$ cat src/rtl/branch_resolve_if.sv
// Execute-stage branch resolution bus.
// Groups the EX-stage resolution inputs and the redirect, predictor-update and
// statistics outputs of branch_resolve.
//   master : the EX pipe side; drives the resolution inputs and observes the outputs
//   slave  : branch_resolve itself
// Resolution inputs : EX_Valid, EX_Stall, ExtFlush, IsBranch, IsJump, Taken,
//                     ActualTarget[31:0], InstrAddr[31:0], PPCCB[33:0]
// Outputs           : FlushPipeandPC, JmpAddr[31:0], WriteEnable, CB_o[1:0],
//                     JmpInstrAddr[31:0], UpdTarget[31:0], BranchCount[31:0],
//                     MispredCount[31:0]
interface branch_resolve_if;
   logic        EX_Valid;
   logic        EX_Stall;
   logic        ExtFlush;
   logic        IsBranch;
   logic        IsJump;
   logic        Taken;
   logic [31:0] ActualTarget;
   logic [31:0] InstrAddr;
   logic [33:0] PPCCB;
   logic        FlushPipeandPC;
   logic [31:0] JmpAddr;
   logic        WriteEnable;
   logic [1:0]  CB_o;
   logic [31:0] JmpInstrAddr;
   logic [31:0] UpdTarget;
   logic [31:0] BranchCount;
   logic [31:0] MispredCount;

   modport master (
      output EX_Valid, EX_Stall, ExtFlush, IsBranch, IsJump, Taken,
             ActualTarget, InstrAddr, PPCCB,
      input  FlushPipeandPC, JmpAddr, WriteEnable, CB_o, JmpInstrAddr,
             UpdTarget, BranchCount, MispredCount
   );

   modport slave (
      input  EX_Valid, EX_Stall, ExtFlush, IsBranch, IsJump, Taken,
             ActualTarget, InstrAddr, PPCCB,
      output FlushPipeandPC, JmpAddr, WriteEnable, CB_o, JmpInstrAddr,
             UpdTarget, BranchCount, MispredCount
   );
endinterface

$ cat src/rtl/branch_resolve.sv
// branch_resolve: back-end of the fetch prediction loop.
// Compares the prediction carried from fetch (PPCCB = {predicted next PC, 2-bit
// counter}) with the resolved outcome in EX. A mispredict issues a one-cycle
// FlushPipeandPC with the redirect address in JmpAddr; every resolved
// conditional branch returns the updated saturating counter on WriteEnable.
// After a flush, SHADOW unstalled cycles of wrong-path EX inputs are squashed.
// Ports:
//   Clk : rising-edge clock
//   Rst : synchronous, active-high reset
//   br  : branch_resolve_if.slave (resolution inputs, redirect/update outputs,
//         BranchCount / MispredCount statistics)
module branch_resolve #(
   parameter int unsigned SHADOW = 1
) (
   input  logic           Clk,
   input  logic           Rst,
   branch_resolve_if.slave br
);

   localparam logic [1:0] SHADOW_LD = 2'(SHADOW);

   typedef enum logic {
      RUN    = 1'b0,
      SQUASH = 1'b1
   } state_t;

   state_t      state_q, state_d;
   logic [1:0]  shadow_q, shadow_d;

   function automatic logic [1:0] sat_inc(input logic [1:0] cb);
      return (cb == 2'b11) ? cb : cb + 2'd1;
   endfunction

   function automatic logic [1:0] sat_dec(input logic [1:0] cb);
      return (cb == 2'b00) ? cb : cb - 2'd1;
   endfunction

   // ---- stage p0: resolve the instruction presented in EX ----
   logic        vld_p0;
   logic        is_jmp_p0, is_br_p0;
   logic        act_taken_p0, pred_taken_p0, mispred_p0;
   logic [31:0] pred_pc_p0, seq_pc_p0, redirect_p0;
   logic [1:0]  cb_new_p0;

   always_comb begin
      vld_p0        = br.EX_Valid & ~br.EX_Stall & ~br.ExtFlush & (state_q == RUN);
      // A branch that is also flagged as a jump resolves as a jump.
      is_jmp_p0     = br.IsJump;
      is_br_p0      = br.IsBranch & ~br.IsJump;
      pred_pc_p0    = br.PPCCB[33:2];
      seq_pc_p0     = br.InstrAddr + 32'd4;
      act_taken_p0  = br.IsJump | (br.IsBranch & br.Taken);
      // Jumps carry no counter meaning: fetch predicted "taken" iff it did not
      // fall through to the sequential PC.
      pred_taken_p0 = is_jmp_p0 ? (pred_pc_p0 != seq_pc_p0) : br.PPCCB[1];
      mispred_p0    = (is_br_p0 | is_jmp_p0) &
                      ((pred_taken_p0 != act_taken_p0) |
                       (act_taken_p0 & (pred_pc_p0 != br.ActualTarget)));
      redirect_p0   = act_taken_p0 ? br.ActualTarget : seq_pc_p0;
      cb_new_p0     = act_taken_p0 ? sat_inc(br.PPCCB[1:0]) : sat_dec(br.PPCCB[1:0]);
   end

   // Squash-shadow FSM: only unstalled cycles consume the shadow.
   always_comb begin
      state_d  = state_q;
      shadow_d = shadow_q;
      if (br.ExtFlush) begin
         state_d  = RUN;
         shadow_d = 2'd0;
      end else begin
         case (state_q)
            RUN: begin
               if (vld_p0 && mispred_p0) begin
                  state_d  = SQUASH;
                  shadow_d = SHADOW_LD;
               end
            end
            SQUASH: begin
               if (!br.EX_Stall) begin
                  shadow_d = shadow_q - 2'd1;
                  if (shadow_q <= 2'd1) begin
                     state_d  = RUN;
                     shadow_d = 2'd0;
                  end
               end
            end
         endcase
      end
   end

   always_ff @(posedge Clk) begin
      if (Rst) begin
         state_q  <= RUN;
         shadow_q <= 2'd0;
      end else begin
         state_q  <= state_d;
         shadow_q <= shadow_d;
      end
   end

   // ---- stage p1: registered pulses, held data fields, statistics ----
   logic        flush_p1, we_p1;
   logic [31:0] jmp_addr_p1, jmp_instr_addr_p1, upd_target_p1;
   logic [1:0]  cb_p1;
   logic [31:0] branch_cnt_p1, mispred_cnt_p1;

   always_ff @(posedge Clk) begin
      if (Rst) begin
         flush_p1          <= 1'b0;
         we_p1             <= 1'b0;
         jmp_addr_p1       <= 32'd0;
         cb_p1             <= 2'b00;
         jmp_instr_addr_p1 <= 32'd0;
         upd_target_p1     <= 32'd0;
         branch_cnt_p1     <= 32'd0;
         mispred_cnt_p1    <= 32'd0;
      end else begin
         flush_p1 <= vld_p0 & mispred_p0;
         we_p1    <= vld_p0 & is_br_p0;
         if (vld_p0 && mispred_p0) begin
            jmp_addr_p1    <= redirect_p0;
            mispred_cnt_p1 <= mispred_cnt_p1 + 32'd1;
         end
         if (vld_p0 && is_br_p0) begin
            cb_p1             <= cb_new_p0;
            jmp_instr_addr_p1 <= br.InstrAddr;
            upd_target_p1     <= br.ActualTarget;
            branch_cnt_p1     <= branch_cnt_p1 + 32'd1;
         end
      end
   end

   assign br.FlushPipeandPC = flush_p1;
   assign br.JmpAddr        = jmp_addr_p1;
   assign br.WriteEnable    = we_p1;
   assign br.CB_o           = cb_p1;
   assign br.JmpInstrAddr   = jmp_instr_addr_p1;
   assign br.UpdTarget      = upd_target_p1;
   assign br.BranchCount    = branch_cnt_p1;
   assign br.MispredCount   = mispred_cnt_p1;

endmodule

$ cat src/flat_wrapper.sv
// flat-port wrapper written by rule: the top's interface ports become plain ports
module branch_resolve_flat 
#(
   parameter int unsigned SHADOW = 1
)
  (Clk, Rst, br_EX_Valid, br_EX_Stall, br_ExtFlush, br_IsBranch, br_IsJump, br_Taken, br_ActualTarget, br_InstrAddr, br_PPCCB, br_FlushPipeandPC, br_JmpAddr, br_WriteEnable, br_CB_o, br_JmpInstrAddr, br_UpdTarget, br_BranchCount, br_MispredCount);
  branch_resolve_if br_i ();
  input  logic Clk;
  input  logic Rst;
  input wire logic [$bits(br_i.EX_Valid)-1:0] br_EX_Valid;
  input wire logic [$bits(br_i.EX_Stall)-1:0] br_EX_Stall;
  input wire logic [$bits(br_i.ExtFlush)-1:0] br_ExtFlush;
  input wire logic [$bits(br_i.IsBranch)-1:0] br_IsBranch;
  input wire logic [$bits(br_i.IsJump)-1:0] br_IsJump;
  input wire logic [$bits(br_i.Taken)-1:0] br_Taken;
  input wire logic [$bits(br_i.ActualTarget)-1:0] br_ActualTarget;
  input wire logic [$bits(br_i.InstrAddr)-1:0] br_InstrAddr;
  input wire logic [$bits(br_i.PPCCB)-1:0] br_PPCCB;
  output wire logic [$bits(br_i.FlushPipeandPC)-1:0] br_FlushPipeandPC;
  output wire logic [$bits(br_i.JmpAddr)-1:0] br_JmpAddr;
  output wire logic [$bits(br_i.WriteEnable)-1:0] br_WriteEnable;
  output wire logic [$bits(br_i.CB_o)-1:0] br_CB_o;
  output wire logic [$bits(br_i.JmpInstrAddr)-1:0] br_JmpInstrAddr;
  output wire logic [$bits(br_i.UpdTarget)-1:0] br_UpdTarget;
  output wire logic [$bits(br_i.BranchCount)-1:0] br_BranchCount;
  output wire logic [$bits(br_i.MispredCount)-1:0] br_MispredCount;
  assign br_i.EX_Valid = br_EX_Valid;
  assign br_i.EX_Stall = br_EX_Stall;
  assign br_i.ExtFlush = br_ExtFlush;
  assign br_i.IsBranch = br_IsBranch;
  assign br_i.IsJump = br_IsJump;
  assign br_i.Taken = br_Taken;
  assign br_i.ActualTarget = br_ActualTarget;
  assign br_i.InstrAddr = br_InstrAddr;
  assign br_i.PPCCB = br_PPCCB;
  assign br_FlushPipeandPC = br_i.FlushPipeandPC;
  assign br_JmpAddr = br_i.JmpAddr;
  assign br_WriteEnable = br_i.WriteEnable;
  assign br_CB_o = br_i.CB_o;
  assign br_JmpInstrAddr = br_i.JmpInstrAddr;
  assign br_UpdTarget = br_i.UpdTarget;
  assign br_BranchCount = br_i.BranchCount;
  assign br_MispredCount = br_i.MispredCount;
  branch_resolve #(.SHADOW(SHADOW)) u_core (.Clk(Clk), .Rst(Rst), .br(br_i));
endmodule
$ cat config.mk
export PLATFORM = sky130hd
export DESIGN_NAME = branch_resolve_flat
export DESIGN_NICKNAME = d
export VERILOG_FILES = /design/src/rtl/branch_resolve_if.sv /design/src/rtl/branch_resolve.sv /design/src/flat_wrapper.sv
export SDC_FILE = /design/constraint.sdc
export NUM_CORES = 1
export LEC_CHECK = 0
export BUFFER_PORTS_ARGS = -buffer_cell sky130_fd_sc_hd__buf_4
export CORE_AREA = 3 3 151 153
export DETAILED_ROUTE_END_ITERATION = 12
export DIE_AREA = 0 0 154 156
export GPL_TIMING_DRIVEN = 0
export PLACE_DENSITY = 0.69
export SLEW_MARGIN = 25
export SYNTH_ARGS = -nofsm -noshare
export SYNTH_HDL_FRONTEND = slang
export SYNTH_SLANG_ARGS = --single-unit
$ cat constraint.sdc
create_clock -name Clk -period 5.48 [get_ports Clk]
set_input_delay 0.548 -clock Clk [delete_from_list [all_inputs] [get_ports Clk]]
set_output_delay 0.548 -clock Clk [all_outputs]
set_load 0.02 [all_outputs]
==> results.md, run 1 <==
* Status: finished clean
* GPL Wtd Cong at 0.923
* Clk buf depth at 2
* WP data required at 5.81 ns
* Power density over cell area at 243 nW/um2
* Period utilisation layout at 87.6%
* CTS tree: done
* Commonest non-fill, non-tap cells in the layout: buf_4, nand2_1, dfxtp_1
* Internal power at just under 2 mW
* Die Span Y at ~160 um
* Rel. slew slack at 44.3%
* Post-synthesis simple-gate area fraction at 27.5%
* RR Endpoint: u_core.br.MispredCount[31]
* Antenna violations before repair at 2
* Synth Register Bits at 167
* Net Sw Frac at about 29%
* Initial DRT Pass Iterations at 5
* FF-to-FF path depth at 11
* Main combinational cell family by area after synthesis: simple AND/OR/NAND/NOR gates
* Share of layout cells above drive strength 1 at a little under a quarter
* TritonCTS Sinks at 167
* DRC at 0
* Leak Pwr at 4.31 nW
* Routed WL per cell at 19.1 um
* Critical Path Slowest Stage Cell: nor3_1
* Crit. End Element: flip-flop
* DIE WIDTH at 154 um
* Post-synth top area cell: dfxtp_1
* Distinct cells, synth at 58
* Register share of total power at 44.5%
* Cell count after synthesis at 1,092
* Cell mode on critical path: nor4_1
* Crit Path Class: input port to flip-flop
* FP Rows at 54
* Combinational share of power at 12.7%
* Dominant synthesized flop cell: dfxtp_1
* Hold_sp: br_ExtFlush
* TNS Setup at 0 ns
* I/O Buffers at 255
* First-pass GRT wire length at 47,900 um
* Initial Util at 39.6%
* CTS H-Tree Depth at 4
* Filler Cells Inserted at 2,105
* CP Capture Point: u_core.br.MispredCount[31]
* Worst-path cell chain: buf_4 -> ha_1 -> nand3_1 -> nor3_1 -> nand2_1 -> a221o_1 -> nor4_1 -> nand4_1 -> nor4_2 -> o31ai_1 -> or2_1 -> clkbuf_1 -> nor4_1 -> mux2_2
* Final Critical Period at 4.80 ns
* Via count of the first global-routing pass at 8,387
* CP peak stage delay at 0.67 ns
* Worst slew pin tran at 0.835 ns
* Final hold viol count at 0
* Crit path depth at 14
* Power share of the clock group at 42.8%
* Clk Latency, worst-skew pair at approximately 0.44 ns
* Skew final at around 0.014 ns
* Global route overflow at 0
* Vias at just under 9k
* Post-CTS sizing at 0
* Endpoints failing setup at 0
* Die area at 24,000 um2
* Largest delay share family, worst path: simple AND/OR/NAND/NOR gates
* Worst EP arrival at 5.12 ns
* Main area contributors after synthesis: dfxtp_1, nand2_1, a21oi_1
* R2R setup slack at around 2.2 ns
* Post-CTS Setup Bufs at 0
* CP startpoint: br_InstrAddr[2]
* Mapped Area at between 8000 and 9000 um2
* Power, Total at about 2.8 mW
* Critical path peak fanout at 10
* Total CTS buffers at 17
* Syn nets at between 1k and 1.5k
* Iter 0 DRT Violations at around 560
* Overall routed net length at 31,700 um
* Area Overhead vs Synth at 33.2%
* Post-synth EDFFs at 0
* Clock transition at the registers of the reported paths at roughly 0.07 ns
* Setup crit start kind: input port
* Core area at about 22,000 um2
* Peak supply drop at 0.190 mV
* Commonest non-fill, non-tap cell in the layout: buf_4
* Number of max-cap violations at 0
* Fmax at 0.208 GHz
* GRT Total Usage at roughly a quarter
* RSZ-0062 raised after global routing: false
* Bufs and invs on worst path at 2
* # hold bufs at CTS at 0
* Antenna-violating nets left at 0
* Yosys warns at 0
* DR vias/cell at roughly 5.4
* Adder-Cell Fraction of Synth Area at less than 1%
* Post-DP HPWL at between 20,000 and 30,000 um
* R2R Path Start: u_core.br.MispredCount[3]
* Slew Viols, Final at 0
* Seq/Total Area, Yosys at between 30% and 40%
* Post-synthesis mux area share at 0.612%
* Syn_area_per_cell at 7.86 um2
* Synth Area in XOR/XNOR at 13.1%
* Antenna Cells at 0
* CTS root buf: clkbuf_16
* Final #Nets at 1,475
* Pin count of the biggest net entering global routing at 19
* Synth top area share at 38.9%
* Sw power at between 800 and 900 uW
* Worst hold path type: input port to flip-flop
* Asr flop ratio synth at 0%
* Top-level I/O count at 270
* Synth Area in Compound Gates at around 15%
==> power groups by stage <==
stage	registers, mW	logic [mW]	clock network [mW]
detailed placement	1.27	0.348	0
finish	1.24	0.352	1.19
global route	1.24	0.376	1.26
global placement	1.26	0.346	0
floorplan	1.28	0.153	0
CTS	1.24	0.349	1.20
==> how the worst min path moves through the flow <==
stage                          endpoint  cells past startpoint
2_1_floorplan        u_core.shadow_q[1]                      1
3_3_place_gp      u_core.br.JmpAddr[26]                      2
3_5_place_dp      u_core.br.JmpAddr[15]                      2
4_1_cts                  u_core.state_q                      2
5_1_grt        u_core.br.FlushPipeandPC                      2
6_report             u_core.shadow_q[1]                      2
==> metal layers <==
layer,up-vias,part of all wire (%),GRT usage (%)
li1,4355,-,-
met1,4166,41,31.8
met5,-,0.085,0
met3,51,8.3,7.07
met2,359,48,42.6
met4,4,2.5,7.53
==> metrics by stage <==
stage / util [%] / std cells / cell area [um2] / hold slack [ns] / worst slack, ns
6_report: 52.7 / 1659 / 11400 / 0.326 / 0.682
5_1_grt: 52.7 / 1659 / 11400 / 0.320 / 0.494
4_1_cts: 52.7 / 1659 / 11400 / 0.309 / 0.801
3_5_place_dp: 50.0 / 1627 / 10900 / 0.446 / 0.358
3_3_place_gp: 50.0 / 1627 / 10900 / 0.440 / 0.370
2_1_floorplan: - / 1092 / 8590 / 0.469 / 1.37
==> flip-flops by register name, indices dropped and copies added (netlist names) <==
register and flops:
u_core.br.JmpInstrAddr 32, u_core.br.WriteEnable 1, u_core.br.MispredCount 32, u_core.br.FlushPipeandPC 1
u_core.br.CB_o 2, u_core.state_q 1, u_core.shadow_q 2, u_core.br.UpdTarget 32
u_core.br.BranchCount 32, u_core.br.JmpAddr 32
==> synth_stat cells, types with 3 or more instances <==
cell type,instances
a21oi_1,125
a311oi_1,4
a31oi_1,3
and3_1,13
and4_1,7
buf_2,12
buf_4,5
clkbuf_1,50
dfxtp_1,167
ha_1,3
inv_1,18
mux2i_1,3
nand2_1,235
nand2b_1,6
nand3_1,35
nand3b_1,6
nand4_1,31
nor2_1,68
nor2b_1,3
nor3_1,14
nor3b_1,4
nor4_1,20
nor4_2,3
nor4_4,3
o211ai_1,28
o21ai_0,20
o31ai_1,12
or3_1,17
or4_1,10
xnor2_1,57
xor2_1,71
==> area by class of cell <==
| cell class | instances | area (um2) | area share [%] |
|---|---|---|---|
| buffer | 71 | 315 | 2.76 |
| clock buffer | 17 | 425 | 3.72 |
| clock inverter | 15 | 160 | 1.40 |
| inverter | 18 | 67.6 | 0.591 |
| multi-input combinational | 836 | 4860 | 42.5 |
| sequential | 167 | 3340 | 29.2 |
| tap | 280 | 350 | 3.06 |
| timing repair buffer | 255 | 1910 | 16.7 |
==> worst reg2reg max path, delay by kind of cell (launching register included) <==
kind                   cells  cell delay (ns)
multiplexers               1             0.38
AND/OR/NAND/NOR            9             2.11
buffers and inverters      1             0.25
flip-flops                 1             0.47
==> logic make-up after synthesis <==
kind of cell,after synthesis
mux,5
fa+ha+maj,4
buf+inv,89
flops,167
xor+xnor,128
compound gates,215
simple gates,484
No activity file was read; power rests on OpenSTA's default activity.
==> run 2, diff against run 1 <==
Settings changed: BUFFER_PORTS_ARGS -buffer_cell sky130_fd_sc_hd__buf_4 to default, CORE_AREA 3 3 151 153 to 2 2 150 152, DIE_AREA 0 0 154 156 to 0 0 152 154, DONT_BUFFER_PORTS from default to 1, PLACE_DENSITY 0.69 to 0.59.
Clock period 5.48 ns to 5.2 ns, I/O delays scaled along.
==> results.md, run 2 (same netlist as run 1, synthesis figures left out) <==
* Initial Util at 39.6% (unchanged)
* TNS Setup at 0 ns (unchanged)
* Worst slew pin tran at 0.782 ns (-0.0530 ns)
* Fin area at 9510 um2 (-17%)
* Die Span Y at 154 um (-1.3%)
* Crit. End Element: flip-flop
* Clock transition at the registers of the reported paths at 0.07 ns (about the same)
* Global route overflow at 0 (unchanged)
* Post-CTS sizing at 0 (unchanged)
* Routed WL per cell at 21.3 um (+11%)
* Initial DRT Pass Iterations at 5 (unchanged)
* Hold_sp: br_ExtFlush
* Vias at 7,799 (-13%)
* WP data required at 5.53 ns (-0.28 ns)
* CP startpoint: br_InstrAddr[4]
* Placement-stage cell area at 8940 um2 (-18%)
* R2R Path Start: u_core.br.MispredCount[3]
* Total CTS buffers at 17 (unchanged)
* Overall routed net length at 29,900 um (-5.7%)
* Final core utilization at 43.8% (-8.9 points)
* Clk buf depth at 2 (unchanged)
* Power density over cell area at 296 nW/um2 (+22%)
* Peak supply drop at 0.175 mV (-8.0%)
* CP peak stage delay at 0.59 ns (-0.08 ns)
* Worst-path cell chain: buf_2 -> nand4_1 -> nor2_1 -> nand3_1 -> xnor2_1 -> a221o_1 -> or4_1 -> nor4_2 -> o31ai_1 -> or2_1 -> clkbuf_1 -> nor4_1 -> mux2_2
* CTS H-Tree Depth at 4 (unchanged)
* Cell Count, Final, Fillers Out at 1,404 (-15%)
* CTS root buf: clkbuf_16
* FP Rows at 54 (unchanged)
* Core area at 21,700 um2 (unchanged)
* Die area at 23,400 um2 (-2.6%)
* Final setup margin at 0.608 ns (-0.0746 ns)
* Critical Path Slowest Stage Cell: nor4_1
* Via count of the first global-routing pass at 7,471 (-11%)
* I/O Buffers at 0 (-100%)
* Post-DP HPWL at 23,600 um (-6.1%)
* GRT Total Usage at 24.9% (-0.40 points)
* Antenna Cells at 0 (unchanged)
* DIE WIDTH at 152 um (-1.3%)
* CTS tree: done
* Skew final at 0.00708 ns (-0.00653 ns)
* Leak Pwr at 2.99 nW (-31%)
* # hold bufs at CTS at 0 (unchanged)
* Post-CTS Setup Bufs at 0 (unchanged)
* Final Critical Period at 4.59 ns
* Antenna violations before repair at 0 (-2)
* Commonest non-fill, non-tap cell in the layout: nand2_1
* TritonCTS Sinks at 167 (unchanged)
* Commonest non-fill, non-tap cells in the layout: nand2_1, dfxtp_1, a21oi_1
* Worst EP arrival at 4.92 ns (-0.20 ns)
* Share of layout cells above drive strength 1 at 5.78% (-17 points)
* Final #Nets at 1,220 (-17%)
* GPL Wtd Cong at 0.889 (-3.7%)
* Pin count of the biggest net entering global routing at 17 (-2)
* Rel. slew slack at 47.8% (+3.5 points)
* Top-level I/O count at 270 (unchanged)
* Place WS at 0.145 ns (-0.213 ns)
* DR vias/cell at 5.55 (+3.1%)
* Endpoints failing setup at 0 (unchanged)
* Worst hold path type: input port to flip-flop
* Setup crit start kind: input port
* Antenna-violating nets left at 0 (unchanged)
* Worst hold margin at 0.157 ns (-0.169 ns)
* Area Overhead vs Synth at 10.7%
* Iter 0 DRT Violations at 476 (-15%)
* Critical path peak fanout at 10 (unchanged)
* Fmax at approximately 0.22 GHz
* Final hold viol count at 0 (unchanged)
* Number of max-cap violations at 0 (unchanged)
* Period utilisation layout at about nine tenths
* First-pass GRT wire length at 44,900 um (-6.4%)
* Power, Total at 2.81 mW (+1.1%)
* Status: finished clean
* DRC at 0 (unchanged)
* RSZ-0062 raised after global routing: false
* Crit Path Class: input port to flip-flop
* Slew Viols, Final at 0 (unchanged)
* Placed cell count at 1,372 (-16%)
* Clk Latency, worst-skew pair at 0.43 ns (about the same)
==> run 2: cell types whose count changed in the layout (fill, tap and decap cells not counted), sizes merged <==
| cell | before | now |
|---|---|---|
| buf | 276 | 21 |
| bufinv | 0 | 1 |
| clkbuf | 67 | 70 |
| clkinv | 7 | 6 |
| clkinvlp | 3 | 1 |
| inv | 23 | 22 |
==> run 2: critical path: cells and delay by family <==
kind | cells | cell delay [ns]
AOI/OAI and AO/OA | 2 | 0.59
xor gates and xnor gates | 1 | 0.21
and+or+nand+nor | 7 | 2.74
muxes | 1 | 0.39
buffers and inverters | 2 | 0.45
==> run 2: per-layer routing <==
layer | GRT usage [%] | vias up | routed length [um]
met5 | 0 | - | 0
met4 | 9.21 | 0 | 913
met3 | 10.3 | 52 | 2910
met2 | 41.0 | 295 | 14000
met1 | 29.2 | 3627 | 12100
li1 | - | 3825 | -
==> run 2: path summary, 6_finish.rpt <==
kind	end	slack, ns	cells past startpoint
hold / removal	u_core.state_q	0.16	1
hold reg to reg	u_core.shadow_q[1]	0.50	1
setup / recovery	u_core.br.MispredCount[31]	0.61	13
setup reg to reg	u_core.br.MispredCount[31]	1.57	11
==> run 2: final cells by class <==
cell class / instances / area [um2]
inverter: 18 / 67.6
tap: 280 / 350
sequential: 167 / 3340
fill: 2193 / 12200
multi-input combinational: 836 / 4860
buffer: 71 / 315
clock buffer: 20 / 457
clock inverter: 12 / 114
==> run 2: where the power goes <==
part | leakage, nW | internal (mW) | switching (mW)
Combinational | 1.36 | 0.0801 | 0.142
Clock | 0.282 | 0.691 | 0.565
Sequential | 1.35 | 1.29 | 0.0356
Total | 2.99 | 2.07 | 0.743
